### config.mk
export PLATFORM = sky130hd
export DESIGN_NAME = ram_port_arbiter
export DESIGN_NICKNAME = d
export VERILOG_FILES = /design/src/rtl/ram_port_arbiter.sv
export SDC_FILE = /design/constraint.sdc
export NUM_CORES = 1
export LEC_CHECK = 0
export CAP_MARGIN = 40
export CELL_PAD_IN_SITES_DETAIL_PLACEMENT = 0
export CELL_PAD_IN_SITES_GLOBAL_PLACEMENT = 1
export CORE_MARGIN = 2
export CORE_UTILIZATION = 35
export DETAILED_ROUTE_END_ITERATION = 7
export DONT_BUFFER_PORTS = 1
export PLACE_DENSITY_LB_ADDON = 0.2
export SKIP_CTS_REPAIR_TIMING = 1
export SYNTH_ARGS = -nofsm -noshare
export SYNTH_HDL_FRONTEND = slang
export SYNTH_SLANG_ARGS = --single-unit
### constraint.sdc
create_clock -name i_clk -period 2.6 [get_ports i_clk]
set_input_delay 0.52 -clock i_clk [delete_from_list [all_inputs] [get_ports i_clk]]
set_output_delay 0.52 -clock i_clk [all_outputs]
set_load 0.02 [all_outputs]
### src/rtl/ram_port_arbiter.sv
// ram_port_arbiter: shares one single-port RAM between requesters A and B using
// round-robin arbitration with a bounded burst, so neither side can starve the other.
module ram_port_arbiter #(
    parameter int SIZE_ADDR = 8,
    parameter int SIZE_DATA = 8,
    parameter int MAX_BURST = 4
) (
    input  logic                 i_clk,
    input  logic                 i_rst_n,
    input  logic                 i_a_req,
    input  logic                 i_a_we,
    input  logic [SIZE_ADDR-1:0] i_a_addr,
    input  logic [SIZE_DATA-1:0] i_a_wdata,
    output logic                 o_a_gnt,
    output logic                 o_a_rvalid,
    output logic [SIZE_DATA-1:0] o_a_rdata,
    input  logic                 i_b_req,
    input  logic                 i_b_we,
    input  logic [SIZE_ADDR-1:0] i_b_addr,
    input  logic [SIZE_DATA-1:0] i_b_wdata,
    output logic                 o_b_gnt,
    output logic                 o_b_rvalid,
    output logic [SIZE_DATA-1:0] o_b_rdata,
    output logic                 o_ram_rd_en,
    output logic                 o_ram_wr_en,
    output logic [SIZE_ADDR-1:0] o_ram_addr,
    output logic [SIZE_DATA-1:0] o_ram_wdata,
    input  logic [SIZE_DATA-1:0] i_ram_rdata
);
    localparam int CW = $clog2(MAX_BURST + 1);

    logic          last_q, last_d;  // 1 = B owned the most recent grant
    logic          run_valid_q, run_valid_d;
    logic [CW-1:0] run_cnt_q, run_cnt_d;
    logic          rvalid_a_q, rvalid_b_q;
    logic          pick_b, any_gnt, we;

    always_comb begin
        // On contention, stay with the current owner until its burst is used up.
        pick_b      = (run_valid_q && run_cnt_q < CW'(MAX_BURST)) ? last_q : ~last_q;
        o_a_gnt     = i_a_req & (~i_b_req | ~pick_b);
        o_b_gnt     = i_b_req & (~i_a_req | pick_b);
        any_gnt     = o_a_gnt | o_b_gnt;
        we          = o_b_gnt ? i_b_we : i_a_we;
        o_ram_wr_en = any_gnt & we;
        o_ram_rd_en = any_gnt & ~we;
        o_ram_addr  = o_b_gnt ? i_b_addr : o_a_gnt ? i_a_addr : '0;
        o_ram_wdata = o_b_gnt ? i_b_wdata : o_a_gnt ? i_a_wdata : '0;
        last_d      = any_gnt ? o_b_gnt : last_q;
        run_valid_d = any_gnt;
        run_cnt_d   = !any_gnt ? '0 :
                      (run_valid_q && last_q == o_b_gnt) ?
                      (run_cnt_q == CW'(MAX_BURST) ? run_cnt_q : run_cnt_q + CW'(1)) :
                      CW'(1);
    end

    always_ff @(posedge i_clk or negedge i_rst_n) begin
        if (!i_rst_n) begin
            last_q      <= 1'b1;
            run_valid_q <= 1'b0;
            run_cnt_q   <= '0;
            rvalid_a_q  <= 1'b0;
            rvalid_b_q  <= 1'b0;
        end else begin
            last_q      <= last_d;
            run_valid_q <= run_valid_d;
            run_cnt_q   <= run_cnt_d;
            rvalid_a_q  <= o_a_gnt & ~i_a_we;
            rvalid_b_q  <= o_b_gnt & ~i_b_we;
        end
    end

    assign o_a_rvalid = rvalid_a_q;
    assign o_b_rvalid = rvalid_b_q;
    assign o_a_rdata  = i_ram_rdata;
    assign o_b_rdata  = i_ram_rdata;
endmodule

==> metrics.txt <==
run status finished, final reports clean; Clock Power Share 23.3%; clock buffer depth 2; fraction of final layout cells with drive strength greater than 1 13.85%; Post-Route WL 1.266 mm; Clk Tree Root Cell clkbuf_4; share of total power in sequential cells 34.6%; HPWL after detailed placement 988.1 um; first-pass GRT wire length 1.869 mm; startpoint kind of the worst setup timing path register; Row Count 16; initial detailed-routing violation count 6; mean instance size in the synthesized netlist 8.919 um2; kind of capture point of the worst setup path output pin; beginning of the worst register-to-register path run_cnt_q[2]$_DFFE_PN0P_; final standard cell utilization of the core 32.03%; critical path type reg2out; Global Route Usage Sum 10.15%; Boundary Pins 84; relative slew slack 83.18%; Static Leakage 0.0002842 uW; period utilization 88.38%; Filler cells 220; Hold Violations, Final 0; Final setup viols 0; initial antenna violation count 0; crit path max fanout 20; share of Yosys cell area claimed by the top area cell type 22.66%; depth of the worst register-to-register path 5; Yosys warning count 0; worst path arrival time 1.78 ns; TritonCTS sink count 7; maximum number of pins on one net before global-route repair 22; CTS tree done; total clock buffers created by CTS 3; Ant. Diodes 0; synthesis-to-layout area growth -11.51%; combinational fraction of design power 42.1%; maximum vdd drop 0.0002347 V; net switching power of the design 163.6 uW; routed length per instance 13.76 um; number of different library cells in the post-synthesis netlist 22; final number of max-transition violations 0; via count of the first global-routing pass 439; setup repair after global routing missed its margin false; Internal Pwr Total 243.2 uW; FF-to-FF End o_a_rvalid$_DFF_PN0_; Yosys reg bits 7; buffers added on ports 0; level count of the clock H-tree 1; required time of the worst setup path 2.08 ns; areal power density over the cells 660.8 nW/um2; sequential area share after synthesis 25.36%; initial core utilization 36.20%; post-synthesis cell count 78; Highest Clock Rate 435.2 MHz; # nets final 114; Die Height 48.58 um; clock network latency to the later pin of the worst-skew pair 0.24 ns; final critical delay including setup and external delays 2.298 ns; transition time of the tightest slew-check pin 0.2515 ns; largest cells by area after synthesis a22o_1, dfrtp_1, buf_4; Register-to-Register Setup Slack 1.12 ns; Switching Share 40.22%; final-layout setup total negative slack 0 ns; max capacitance violation total 0; placeable core area 1922 um2; x dimension of the die 48.58 um; leftover overflow at the end of global routing 0; Clock transition at path regs 0.05 ns; setup skew after layout 0.003183 ns; Netlist Area Pre-Place 695.7 um2; full die area 2360 um2; remaining number of nets flagged by the antenna check after routing 0; post-detailed-route DRC marker count 0; number of nets in the synthesized netlist 126; Vias per Instance 5.424; total number of vias 499; HP Class in2async; number of iterations in the first detailed-routing pass 4; Final GP Congestion 0.7027; largest area contributor in the netlist a22o_1
[registers in the layout (all words and copies together), names as in the netlist]
register,cells
run_cnt_q,3
o_b_rvalid,1
o_a_rvalid,1
run_valid_q,1
last_q,1
[cells in the final DEF (no fill, tap or decap), drive strengths merged]
master | Yosys | routed
a21oi | 2 | 2
dlygate4sd3 | 0 | 1
mux2 | 1 | 1
nand3 | 4 | 4
ha | 2 | 2
dfrtp | 6 | 6
dfstp | 1 | 1
xnor2 | 2 | 2
a22o | 18 | 18
nand2 | 4 | 4
o22ai | 1 | 1
o21a | 2 | 2
buf | 20 | 2
nor2 | 3 | 3
a31oi | 1 | 1
inv | 6 | 6
a21o | 1 | 1
clkbuf | 0 | 4
nor3 | 1 | 1
nand2b | 1 | 1
and2 | 2 | 2
[layout make-up]
| class | instances | area, um2 | share of cell area [%] |
|---|---|---|---|
| multi-input combinational | 45 | 331.6 | 53.86 |
| sequential | 7 | 176.4 | 28.66 |
| tap | 27 | 33.78 | 5.488 |
| clock buffer | 4 | 26.28 | 4.268 |
| timing repair buffer | 3 | 25.02 | 4.065 |
| inverter | 6 | 22.52 | 3.659 |
[metrics by stage]
step                total power [uW]  instances  area [um2]  hold WS, ns  setup slack, ns
global placement               313.1         87       579.3       0.2245           0.5876
finish                         406.8         92       615.6       0.1155           0.3022
floorplan                      340.8         78       695.7       0.2244           0.7302
detailed placement             312.2         87       579.3       0.2245           0.5769
global route                   438.2         92       615.6      0.08878           0.1621
CTS                            412.1         91       605.6     -0.04506           0.2927
[how the worst max path moves through the flow]
stage	start	endpoint
final	run_cnt_q[2]$_DFFE_PN0P_	o_ram_rd_en
after global routing	run_cnt_q[2]$_DFFE_PN0P_	o_ram_rd_en
after CTS	run_cnt_q[2]$_DFFE_PN0P_	o_ram_rd_en
after detailed placement	run_cnt_q[2]$_DFFE_PN0P_	o_ram_rd_en
after global placement	run_cnt_q[2]$_DFFE_PN0P_	o_ram_wdata[1]
after floorplan	run_cnt_q[2]$_DFFE_PN0P_	o_ram_addr[0]
[logic make-up (layout without fill, tap and decap cells)]
kind of cell	count (synthesis)	in the layout	synth area share, %
AOI/OAI and AO/OA	25	25	29.68
and+or+nand+nor	15	15	10.25
muxes	1	1	1.619
xor gates and xnor gates	2	2	2.518
buffers and inverters	26	13	26.98
adders and majority gates	2	2	3.597
DFF	7	7	25.36
[worst max-delay path: stages (launching register included)]
cell	delay (ns)
dfrtp_1	0.44
nand2b_1	0.18
xnor2_1	0.22
o21a_1	0.14
buf_4	0.25
a22o_1	0.30
[synthesized netlist by cell type]
cell and n:
dfrtp_1 6, and2_2 1, xnor2_1 2, a21oi_2 1, ha_1 2, nor2_1 3, nand2_1 4, a31oi_1 1
dfstp_2 1, a22o_1 18, nand2b_1 1, a21o_1 1, a21oi_1 1, buf_4 16, o22ai_1 1, and2_1 1
buf_6 4, nand3_1 4, o21a_1 2, nor3_1 1, mux2_2 1, inv_1 6
[per-layer routing]
layer,part of all wire [%],global-route usage [%]
met1,37,12.14
met2,52,15.97
met3,11,2.160
met4,0,7.619
met5,0,0
[power groups by stage]
stage	Combinational [uW]	Sequential, uW	Clock, uW
final	171	141	94.7
after global routing	185	143	111
after CTS	170	141	101
after detailed placement	170	142	0
after global placement	170	143	0
after floorplan	201	139	0
(Power assumes the default switching activity.)
